===== src/rtl/matrix_pkg.sv =====
// Shared constants, types and helpers for the matrix packer front end.
package matrix_pkg;

    localparam int ELEM_W  = 8;
    localparam int MAX_DIM = 5;
    localparam int OUT_W   = MAX_DIM * MAX_DIM * ELEM_W;
    localparam int CNT_W   = 5;

    typedef logic [2:0] dim_t;

    typedef enum logic [1:0] {
        IDLE = 2'd0,
        FILL = 2'd1,
        HOLD = 2'd2
    } state_t;

    function automatic logic dim_legal(input dim_t n);
        return (n != 3'd0) && (n <= dim_t'(MAX_DIM));
    endfunction

    function automatic logic [CNT_W-1:0] dim_sq(input dim_t n);
        return CNT_W'(int'(n) * int'(n));
    endfunction

    // Element k lands just below element k-1, first element at the top of the used region.
    function automatic logic [7:0] elem_msb(input dim_t n, input logic [CNT_W-1:0] k);
        int msb;
        msb = int'(n) * int'(n) * ELEM_W - 1 - int'(k) * ELEM_W;
        return 8'(msb);
    endfunction

endpackage


===== src/rtl/matrix_packer_if.sv =====
// Element input and packed-matrix output bundle of the matrix packer.
interface matrix_packer_if;
    import matrix_pkg::*;

    // Both ports transfer on a rising edge where valid and ready are high;
    // valid never waits on ready and the payload is held while valid is high.
    dim_t               size;
    logic               in_valid;
    logic [ELEM_W-1:0]  in_data;
    logic               in_ready;
    logic               flush;
    logic               out_valid;
    logic               out_ready;
    logic [OUT_W-1:0]   out_data;
    dim_t               out_size;
    logic               size_err;

    modport master (
        output size, in_valid, in_data, flush, out_ready,
        input  in_ready, out_valid, out_data, out_size, size_err
    );

    modport slave (
        input  size, in_valid, in_data, flush, out_ready,
        output in_ready, out_valid, out_data, out_size, size_err
    );

endinterface


===== src/rtl/matrix_packer.sv =====
// Packs row-major signed elements into one matrix word; MATRIX_PACKER_COUNT_EN adds a transfer counter.
module matrix_packer
    import matrix_pkg::*;
(
    input  logic            clk,
    input  logic            rst,
    matrix_packer_if.slave  bus,
`ifdef MATRIX_PACKER_COUNT_EN
    output logic [15:0]     mat_count,
`endif
    output state_t          dbg_state_o
);

    state_t             state_q;
    dim_t               n_q;
    dim_t               out_size_q;
    logic [CNT_W-1:0]   count_q;
    logic [OUT_W-1:0]   pack_q;
    logic [OUT_W-1:0]   pack_d;
    logic               out_valid_q;
    logic               size_err_q;
    logic               in_ready_d;
    dim_t               wr_dim;
    logic [CNT_W-1:0]   wr_k;
    logic [7:0]         wr_msb;

    assign in_ready_d = !rst && !bus.flush && (state_q != HOLD);

    // A new matrix starts from a cleared word so unused high bits read as zero.
    always_comb begin
        wr_dim = (state_q == IDLE) ? bus.size : n_q;
        wr_k   = (state_q == IDLE) ? '0 : count_q;
        wr_msb = elem_msb(dim_legal(wr_dim) ? wr_dim : dim_t'(1), wr_k);
        pack_d = (state_q == IDLE) ? '0 : pack_q;
        pack_d[wr_msb -: ELEM_W] = bus.in_data;
    end

    always_ff @(posedge clk) begin
        if (rst) begin
            state_q     <= IDLE;
            n_q         <= '0;
            out_size_q  <= '0;
            count_q     <= '0;
            pack_q      <= '0;
            out_valid_q <= 1'b0;
            size_err_q  <= 1'b0;
        end else begin
            size_err_q <= 1'b0;
            if (bus.flush) begin
                state_q     <= IDLE;
                out_valid_q <= 1'b0;
                count_q     <= '0;
            end else begin
                case (state_q)
                    IDLE: begin
                        if (bus.in_valid) begin
                            if (dim_legal(bus.size)) begin
                                n_q        <= bus.size;
                                out_size_q <= bus.size;
                                pack_q     <= pack_d;
                                count_q    <= CNT_W'(1);
                                if (bus.size == 3'd1) begin
                                    state_q     <= HOLD;
                                    out_valid_q <= 1'b1;
                                end else begin
                                    state_q <= FILL;
                                end
                            end else begin
                                size_err_q <= 1'b1;
                            end
                        end
                    end
                    FILL: begin
                        if (bus.in_valid) begin
                            pack_q  <= pack_d;
                            count_q <= count_q + CNT_W'(1);
                            if (count_q + CNT_W'(1) == dim_sq(n_q)) begin
                                state_q     <= HOLD;
                                out_valid_q <= 1'b1;
                            end
                        end
                    end
                    HOLD: begin
                        if (bus.out_ready) begin
                            state_q     <= IDLE;
                            out_valid_q <= 1'b0;
                            count_q     <= '0;
                        end
                    end
                    default: begin
                        state_q     <= IDLE;
                        out_valid_q <= 1'b0;
                        count_q     <= '0;
                    end
                endcase
            end
        end
    end

`ifdef MATRIX_PACKER_COUNT_EN
    logic [15:0] mat_count_q;

    // Only real handshakes count; a flush in HOLD drops the matrix uncounted.
    always_ff @(posedge clk) begin
        if (rst) begin
            mat_count_q <= '0;
        end else if ((state_q == HOLD) && bus.out_ready && !bus.flush) begin
            mat_count_q <= mat_count_q + 16'd1;
        end
    end

    assign mat_count = mat_count_q;
`endif

    assign bus.in_ready  = in_ready_d;
    assign bus.out_valid = out_valid_q;
    assign bus.out_data  = pack_q;
    assign bus.out_size  = out_size_q;
    assign bus.size_err  = size_err_q;
    assign dbg_state_o   = state_q;

endmodule


===== src/flat_wrapper.sv =====
// flat-port wrapper written by rule: the top's interface ports become plain ports
module matrix_packer_flat import matrix_pkg::*;
  (clk, rst, dbg_state_o, bus_size, bus_in_valid, bus_in_data, bus_flush, bus_out_ready, bus_in_ready, bus_out_valid, bus_out_data, bus_out_size, bus_size_err);
  matrix_packer_if bus_i ();
  input  logic clk;
  input  logic rst;
  output state_t dbg_state_o;
  input wire logic [$bits(bus_i.size)-1:0] bus_size;
  input wire logic [$bits(bus_i.in_valid)-1:0] bus_in_valid;
  input wire logic [$bits(bus_i.in_data)-1:0] bus_in_data;
  input wire logic [$bits(bus_i.flush)-1:0] bus_flush;
  input wire logic [$bits(bus_i.out_ready)-1:0] bus_out_ready;
  output wire logic [$bits(bus_i.in_ready)-1:0] bus_in_ready;
  output wire logic [$bits(bus_i.out_valid)-1:0] bus_out_valid;
  output wire logic [$bits(bus_i.out_data)-1:0] bus_out_data;
  output wire logic [$bits(bus_i.out_size)-1:0] bus_out_size;
  output wire logic [$bits(bus_i.size_err)-1:0] bus_size_err;
  assign bus_i.size = bus_size;
  assign bus_i.in_valid = bus_in_valid;
  assign bus_i.in_data = bus_in_data;
  assign bus_i.flush = bus_flush;
  assign bus_i.out_ready = bus_out_ready;
  assign bus_in_ready = bus_i.in_ready;
  assign bus_out_valid = bus_i.out_valid;
  assign bus_out_data = bus_i.out_data;
  assign bus_out_size = bus_i.out_size;
  assign bus_size_err = bus_i.size_err;
  matrix_packer u_core (.clk(clk), .rst(rst), .bus(bus_i), .dbg_state_o(dbg_state_o));
endmodule

===== config.mk =====
export PLATFORM = sky130hd
export DESIGN_NAME = matrix_packer_flat
export DESIGN_NICKNAME = d
export VERILOG_FILES = /design/src/rtl/matrix_pkg.sv /design/src/rtl/matrix_packer_if.sv /design/src/rtl/matrix_packer.sv /design/src/flat_wrapper.sv
export SDC_FILE = /design/constraint.sdc
export NUM_CORES = 1
export LEC_CHECK = 0
export CAP_MARGIN = 15
export CORE_UTILIZATION = 44
export CTS_CLUSTER_DIAMETER = 120
export DETAILED_ROUTE_END_ITERATION = 7
export GPL_TIMING_DRIVEN = 0
export PLACE_DENSITY = 0.77
export SLEW_MARGIN = 10
export SYNTH_ARGS = -nofsm -noshare
export SYNTH_HDL_FRONTEND = slang
export SYNTH_SLANG_ARGS = --single-unit

===== constraint.sdc =====
create_clock -name clk -period 3.6 [get_ports clk]
set_clock_uncertainty 0.15 [all_clocks]
set_input_delay 0.72 -clock clk [delete_from_list [all_inputs] [get_ports clk]]
set_output_delay 0.72 -clock clk [all_outputs]
set_load 0.03 [all_outputs]

==> flow_summary.toml, run 1 <==
[logic_synthesis]
synth-simple-area-share_pct = 16.00
syn_inst = 845
avgSynthCellArea_um2 = 9.968
muxShareOfSynthArea_pct = 24.51
synth-xor-area-share_pct = 1.693
netlist_top_cells_area = "dfxtp_1 50%, mux2i_1 24%, nand2_1 9.4%"
synth.most_common_cell = "dfxtp_1"
yosysWarnings = 0
synthTopCellsByCount = "212 x dfxtp_1, 210 x nand2_1, 204 x mux2i_1, 43 x clkbuf_1, 16 x or3_1"
ys_async_sr_fraction_pct = 0
synth_flop_cell = "dfxtp_1"
synth_top_family_by_area = "multiplexers"
syn_area_um2 = 8423
yosysUniqueCellTypes = 41
synth_nets = 869
synth_fa_ha_area_share_pct = 1.188
synth_edf_count = 0
synth_area_leader_cell = "dfxtp_1"
synth_seq_area_share_pct = 50.39
synth_top_area_share_pct = 50.39
synth_compound_area_share_pct = 2.184
synth_seq_cells = 212

[clocking]
cts_tree = "yes"
cts_hold_buf = 0
clk_latency_ps = 500
cts-htree-levels = 1
clock_sinks = 212
cts_root_buf = "clkbuf_16"
cts-buffers-inserted = 22
clk_path_buf_depth = 3
clkTransAtPathRegs_ps = 60

[timing]
fin_crit_ps = 3488
grt_setup_unrepaired = "true"
hold_violations = 0
finalSetupViolCount = 0
layout_setup_ws_ps = 111.9
max_slew_margin_pct = 45.84
fin_crit_sh_pct = 96.89
max_freq_mhz = 286.7
whs_ps = 305.7
fin_tns_setup_ps = 0
final_max_slew_viol_count = 0
worst_slew_pin_slew_ps = 812.4

[routing]
avgRoutedWirePerCell_um = 17.98
wl_um = 24150
dr.pass1.iters = 5
drt_iter0_drc = 288
viasPerCell = 5.107
vias = 6859
drc_errors = 0
ant_nets = 0

[status]
outcome = "complete, no violations"

[global_route]
grt_pass1_vias = 6822
antenna_found_initial = 0
grt_use_total_pct = 24.33
grt_first_pass_wirelength_um = 37400
overflow = 0
grt_max_degree = 14

[setup_path]
reg2reg_from = "u_core.dbg_state_o[1]$_SDFFE_PN0P_"
critPathArrivalTime_ps = 3690
regToRegEndpoint = "u_core.bus.out_data[72]$_SDFFE_PP0P_"
reg2reg_slack_ps = 110
end_kind = "flop"
required_ps = 3800
cp-start-kind = "flop"
worstPathCellList = "buf_4 > nor2_4 > mux2i_4 > nor2b_1 > ha_1 > ha_4 > a31oi_1 > xnor2_1 > buf_2 > nand3_1 > mux2i_1"
slowest_delay_ps = 450
critPathKind = "flop to flop"
cp_max_fo = 10
crit_slowest_cell = "nand3_1"
reg2regPathDepth = 11

[hold_path]
min_to = "u_core.bus.out_data[109]$_SDFFE_PP0P_"
holdPathStages = 2
hp-class = "flop to flop"
min_from = "u_core.bus.out_data[109]$_SDFFE_PP0P_"

[floorplan]
coreArea_um2 = 18710
std_cell_rows = 50
start_util_pct = 45.03
dieArea_um2 = 19700
dieWidth_um = 140.4
io_pins = 224
dieHeight_um = 140.4

[power_and_ir_drop]
p_per_area_nw_per_um2 = 427.2
ir_drop_v = 0.0003537
p_leak_nw = 5.385

[finish]
finish.utilization_pct = 62.96
diodes = 0
drive_above_1_share_pct = 7.124
stdcell_count = 1343
num-nets-final = 1118
syn2layout_area_growth_pct = 39.82
nFillCells = 1543

[placement]
hpwl_um = 16890
port_buffers = 222
dp_cells = 1301
pre_cts_slack_ps = -704.3
gp_congestion = 0.8673

[run]
maxCapViolCount = 0
==> flip-flops by register name, indices dropped and copies added (netlist names) <==
name	cells
u_core.n_q	3
u_core.dbg_state_o	2
u_core.count_q	5
u_core.bus.out_data	200
u_core.bus.size_err	1
u_core.bus.out_valid	1
==> cell type report <==
type                       count  area, um2  area share (%)
inverter                       2      7.507         0.06374
buffer                        71      357.8           3.038
clock inverter                 6      43.79          0.3718
sequential                   212       4244           36.04
clock buffer                  33      661.9           5.620
timing repair buffer         226       2250           19.10
tap                          234      292.8           2.486
multi-input combinational    559       3920           33.28
==> cell usage in the layout (no fill, tap or decap), types with 3 or more instances in the layout <==
| master | synthesis | routed |
|---|---|---|
| clkbuf_1 | 43 | 45 |
| xor2_1 | 4 | 4 |
| a21oi_1 | 11 | 10 |
| nand3_2 | 4 | 7 |
| buf_4 | 5 | 6 |
| nor3_1 | 3 | 3 |
| ha_1 | 8 | 6 |
| o21ai_0 | 11 | 10 |
| nand3b_1 | 3 | 3 |
| mux2i_1 | 204 | 203 |
| nor2_1 | 15 | 14 |
| clkbuf_16 | 0 | 22 |
| buf_2 | 11 | 9 |
| clkdlybuf4s50_1 | 0 | 220 |
| or3_1 | 16 | 15 |
| nand2_1 | 210 | 210 |
| buf_6 | 4 | 8 |
| and2_1 | 4 | 4 |
| clkinv_2 | 0 | 4 |
| xnor2_1 | 7 | 7 |
| clkbuf_8 | 0 | 7 |
| and3_1 | 3 | 3 |
| nand2b_1 | 11 | 11 |
| buf_1 | 9 | 9 |
| nor2b_1 | 11 | 11 |
| nand3_1 | 10 | 7 |
| dfxtp_1 | 212 | 212 |
| nand4_1 | 4 | 4 |
==> worst max-delay path, delay by kind of cell, from the launching register on <==
family / cells / cell delay [ps]
AO/OA/AOI/OAI: 1 / 310
XOR/XNOR: 1 / 230
adder cells (fa/ha/maj): 2 / 540
buffers and inverters: 2 / 520
flip-flops: 1 / 340
multiplexers: 2 / 520
AND/OR/NAND/NOR: 3 / 710
==> power by group <==
part / switching (mW) / internal [mW] / leakage (nW)
clock: 0.926 / 1.27 / 0.349
combinational: 0.296 / 0.160 / 3.33
sequential: 0.0131 / 2.36 / 1.71
==> timing repair <==
item                                    in CTS  in global routing
endpoints found under the setup margin     143                137
resized for setup                            8                 15
pin swaps                                    1                  4
buffers inserted                             0                  4
==> per-stage QoR <==
step	area (um2)	total power, mW
after floorplan	8457	2.709
after global placement	10970	2.853
after detailed placement	10970	2.860
after CTS	11700	5.046
after global routing	11780	5.191
final	11780	5.031
==> kinds of logic (layout without fill, tap and decap cells) <==
logic type      Yosys count  after routing
simple gates            301            301
fa+ha+maj                 8              8
mux                     205            205
buf+inv                  74            338
xor+xnor                 13             13
flops                   212            212
compound gates           32             32
==> how the worst max path moves through the flow <==
stage               cells after the start                                     to                                from  slack, ps
global placement                       14   u_core.bus.out_data[48]$_SDFFE_PP0P_                         bus_size[2]       -640
global route                           11    u_core.bus.out_data[3]$_SDFFE_PP0P_  u_core.dbg_state_o[1]$_SDFFE_PN0P_        -90
detailed placement                     14   u_core.bus.out_data[54]$_SDFFE_PP0P_                         bus_size[2]       -700
CTS                                    13   u_core.bus.out_data[54]$_SDFFE_PP0P_  u_core.dbg_state_o[0]$_SDFFE_PN0P_         10
floorplan                              14  u_core.bus.out_data[184]$_SDFFE_PP0P_                         bus_size[1]         40
finish                                 11   u_core.bus.out_data[72]$_SDFFE_PP0P_  u_core.dbg_state_o[1]$_SDFFE_PN0P_        110
==> per-layer routing <==
metal / global-route usage (%) / vias to the layer above / share of wire [%]
met2: 41.79 / 222 / 47
met1: 29.82 / 3286 / 44
li1: - / 3312 / -
met5: 0 / - / 0
met3: 6.427 / 39 / 7.1
met4: 7.114 / 0 / 2.8
No activity file was read; power rests on OpenSTA's default activity.
==> inputs of run 2 (changes only) <==
--- a/config.mk
+++ b/config.mk
@@ -10,6 +10,7 @@
 export CTS_CLUSTER_DIAMETER = 120
 export DETAILED_ROUTE_END_ITERATION = 7
 export GPL_TIMING_DRIVEN = 0
+export HOLD_SLACK_MARGIN = 0.15
 export PLACE_DENSITY = 0.77
 export SLEW_MARGIN = 10
 export SYNTH_ARGS = -nofsm -noshare
==> results of run 2 <==
No change in the layout: final DEF, timing and power equal those of run 1.
==> inputs of run 3 (changes only) <==
==> constraint.sdc (replaced) <==
create_clock -name clk -period 2.9 [get_ports clk]
set_clock_uncertainty 0.15 [all_clocks]
set_input_delay 0.58 -clock clk [delete_from_list [all_inputs] [get_ports clk]]
set_output_delay 0.58 -clock clk [all_outputs]
set_load 0.03 [all_outputs]
==> run 3 against run 2 <==
Compared with the run above:
- the run now ends with negative setup slack left
- count of clock-buffer cells in the layout is 2 higher
- die area stayed put
- routed wire length fell by 0.86%
- design area rose by 3.0%
- critical endpoint is now u_core.bus.out_data[80]$_SDFFE_PP0P_
- largest power group unchanged
==> flow_summary.toml, run 3 (synthesis results as in run 1) <==
[timing]
fin_crit_sh_pct = 113.0
worst_slew_pin_slew_ps = 753.8
grt_setup_unrepaired = "true"
fin_crit_ps = 3277
max_slew_margin_pct = 49.22
max_freq_mhz = 305.1
fin_tns_setup_ps = -48000
final_max_slew_viol_count = 0
hold_violations = 0
finalSetupViolCount = 200
layout_setup_ws_ps = -377.5
whs_ps = 307.4

[placement]
dp_cells = 1301
port_buffers = 222
hpwl_um = 16630
pre_cts_slack_ps = -1149
gp_congestion = 0.8211

[setup_path]
cp-start-kind = "flop"
cp_max_fo = 8
crit_slowest_cell = "or3_4"
cpLargestDelayFamily = "simple AND/OR/NAND/NOR gates"
slowest_delay_ps = 470
end_kind = "flop"
worstPathCellList = "buf_6 > nor2_4 > mux2i_2 > nor2b_1 > ha_1 > ha_4 > a21o_1 > a21oi_4 > xor3_2 > buf_8 > or3_4 > mux2i_1"
critPathArrivalTime_ps = 3470
required_ps = 3090
critPathKind = "flop to flop"
crit_buf_inv = 2

[power_and_ir_drop]
p_leak_nw = 5.479
p_per_area_nw_per_um2 = 530.1
ir_drop_v = 0.0004739
total_power_mw = 6.432

[clocking]
cts-htree-levels = 1
cts_tree = "yes"
cts_root_buf = "clkbuf_16"
clock_sinks = 212
cts-buffers-inserted = 23
clk_latency_ps = 500
clkTransAtPathRegs_ps = 60
clk_path_buf_depth = 3
cts_hold_buf = 0

[run]
maxCapViolCount = 0

[status]
outcome = "complete, but fails checks"
violations = "negative setup slack"

[finish]
layout_commonest_cell = "clkdlybuf4s50_1"
largest_register_ffs = 200
final_cell_mix = "220 x clkdlybuf4s50_1, 210 x nand2_1, 210 x dfxtp_1"
syn2layout_area_growth_pct = 44.04
num-nets-final = 1122
drive_above_1_share_pct = 9.901
diodes = 0
stdcell_count = 1345

[routing]
drc_errors = 0
dr.pass1.iters = 4
vias = 6846
wl_um = 23940
ant_nets = 0
viasPerCell = 5.090
avgRoutedWirePerCell_um = 17.80
drt_iter0_drc = 270

[floorplan]
std_cell_rows = 50
coreArea_um2 = 18710
start_util_pct = 45.03
dieArea_um2 = 19700
io_pins = 224
dieHeight_um = 140.4
dieWidth_um = 140.4

[global_route]
grt_use_total_pct = 23.78
overflow = 0
grt_max_degree = 13
antenna_found_initial = 0
grt_pass1_vias = 6728
grt_first_pass_wirelength_um = 37000

[hold_path]
hp-class = "flop to flop"
[run 3: changes by cell type in the layout (fill, tap and decap cells not counted), sizes merged]
cell           change
buf                +3
bufinv             +1
clkbuf             +2
clkdlybuf4s15      +1
clkinv             -4
dlygate4sd2        -1
[run 3: cell type report]
type / count / area, um2
flip-flops and latches: 212 / 4247
plain buffers: 58 / 294.0
well taps: 234 / 292.8
clock buffers: 35 / 660.6
fillers: 1492 / 6573
multi-input cells: 559 / 4168
inverters: 2 / 7.507
clock inverters: 3 / 42.54
repair buffers: 242 / 2421
[run 3: metrics by stage]
step | util (%) | instance area, um2
finish | 64.86 | 12130
global route | 64.86 | 12130
CTS | 64.60 | 12080
detailed placement | 59.63 | 11150
global placement | 59.63 | 11150
floorplan | - | 8640
[run 3: worst paths after layout]
path                                                            from                                    to  slack [ps]  cells past startpoint
worst max-delay path              u_core.dbg_state_o[1]$_SDFFE_PN0P_  u_core.bus.out_data[80]$_SDFFE_PP0P_        -380                     12
worst min-delay path            u_core.bus.out_data[19]$_SDFFE_PP0P_  u_core.bus.out_data[19]$_SDFFE_PP0P_         310                      2
worst max register to register    u_core.dbg_state_o[1]$_SDFFE_PN0P_  u_core.bus.out_data[80]$_SDFFE_PP0P_        -380                     12
worst min register to register  u_core.bus.out_data[19]$_SDFFE_PP0P_  u_core.bus.out_data[19]$_SDFFE_PP0P_         310                      2
[run 3: where the power goes]
group | switching (mW) | leakage [nW] | internal (mW) | total, mW
Combinational | 0.430 | 3.43 | 0.286 | 0.717
Sequential | 0.0159 | 1.71 | 2.94 | 2.95
Clock | 1.12 | 0.340 | 1.64 | 2.76
Total | 1.56 | 5.48 | 4.87 | 6.43
[run 3: routing by layer]
layer  up-vias  part of all wire, %  global-route usage, %  wire (um)
met5         -                    0                      0          0
met4         0                  2.6                  7.403        634
met3        42                  9.3                  7.966       2226
met2       234                   45                  38.89      10700
met1      3245                   43                  29.51      10380
li1       3325                    -                      -          -
[run 3: repair_timing]
| item | in CTS | in global routing |
|---|---|---|
| hold endpoints to repair | 0 | 0 |
| gates resized for setup | 50 | 9 |
| pin swaps | 10 | 12 |
| setup endpoints to repair | 201 | 201 |
| setup buffers | 17 | 4 |
[run 3: worst min-delay path: cells and delay by family, from the launching register on]
| family | cells | cell delay, ps |
|---|---|---|
| flops | 1 | 310 |
| mux | 1 | 50 |
| simple gates | 1 | 50 |
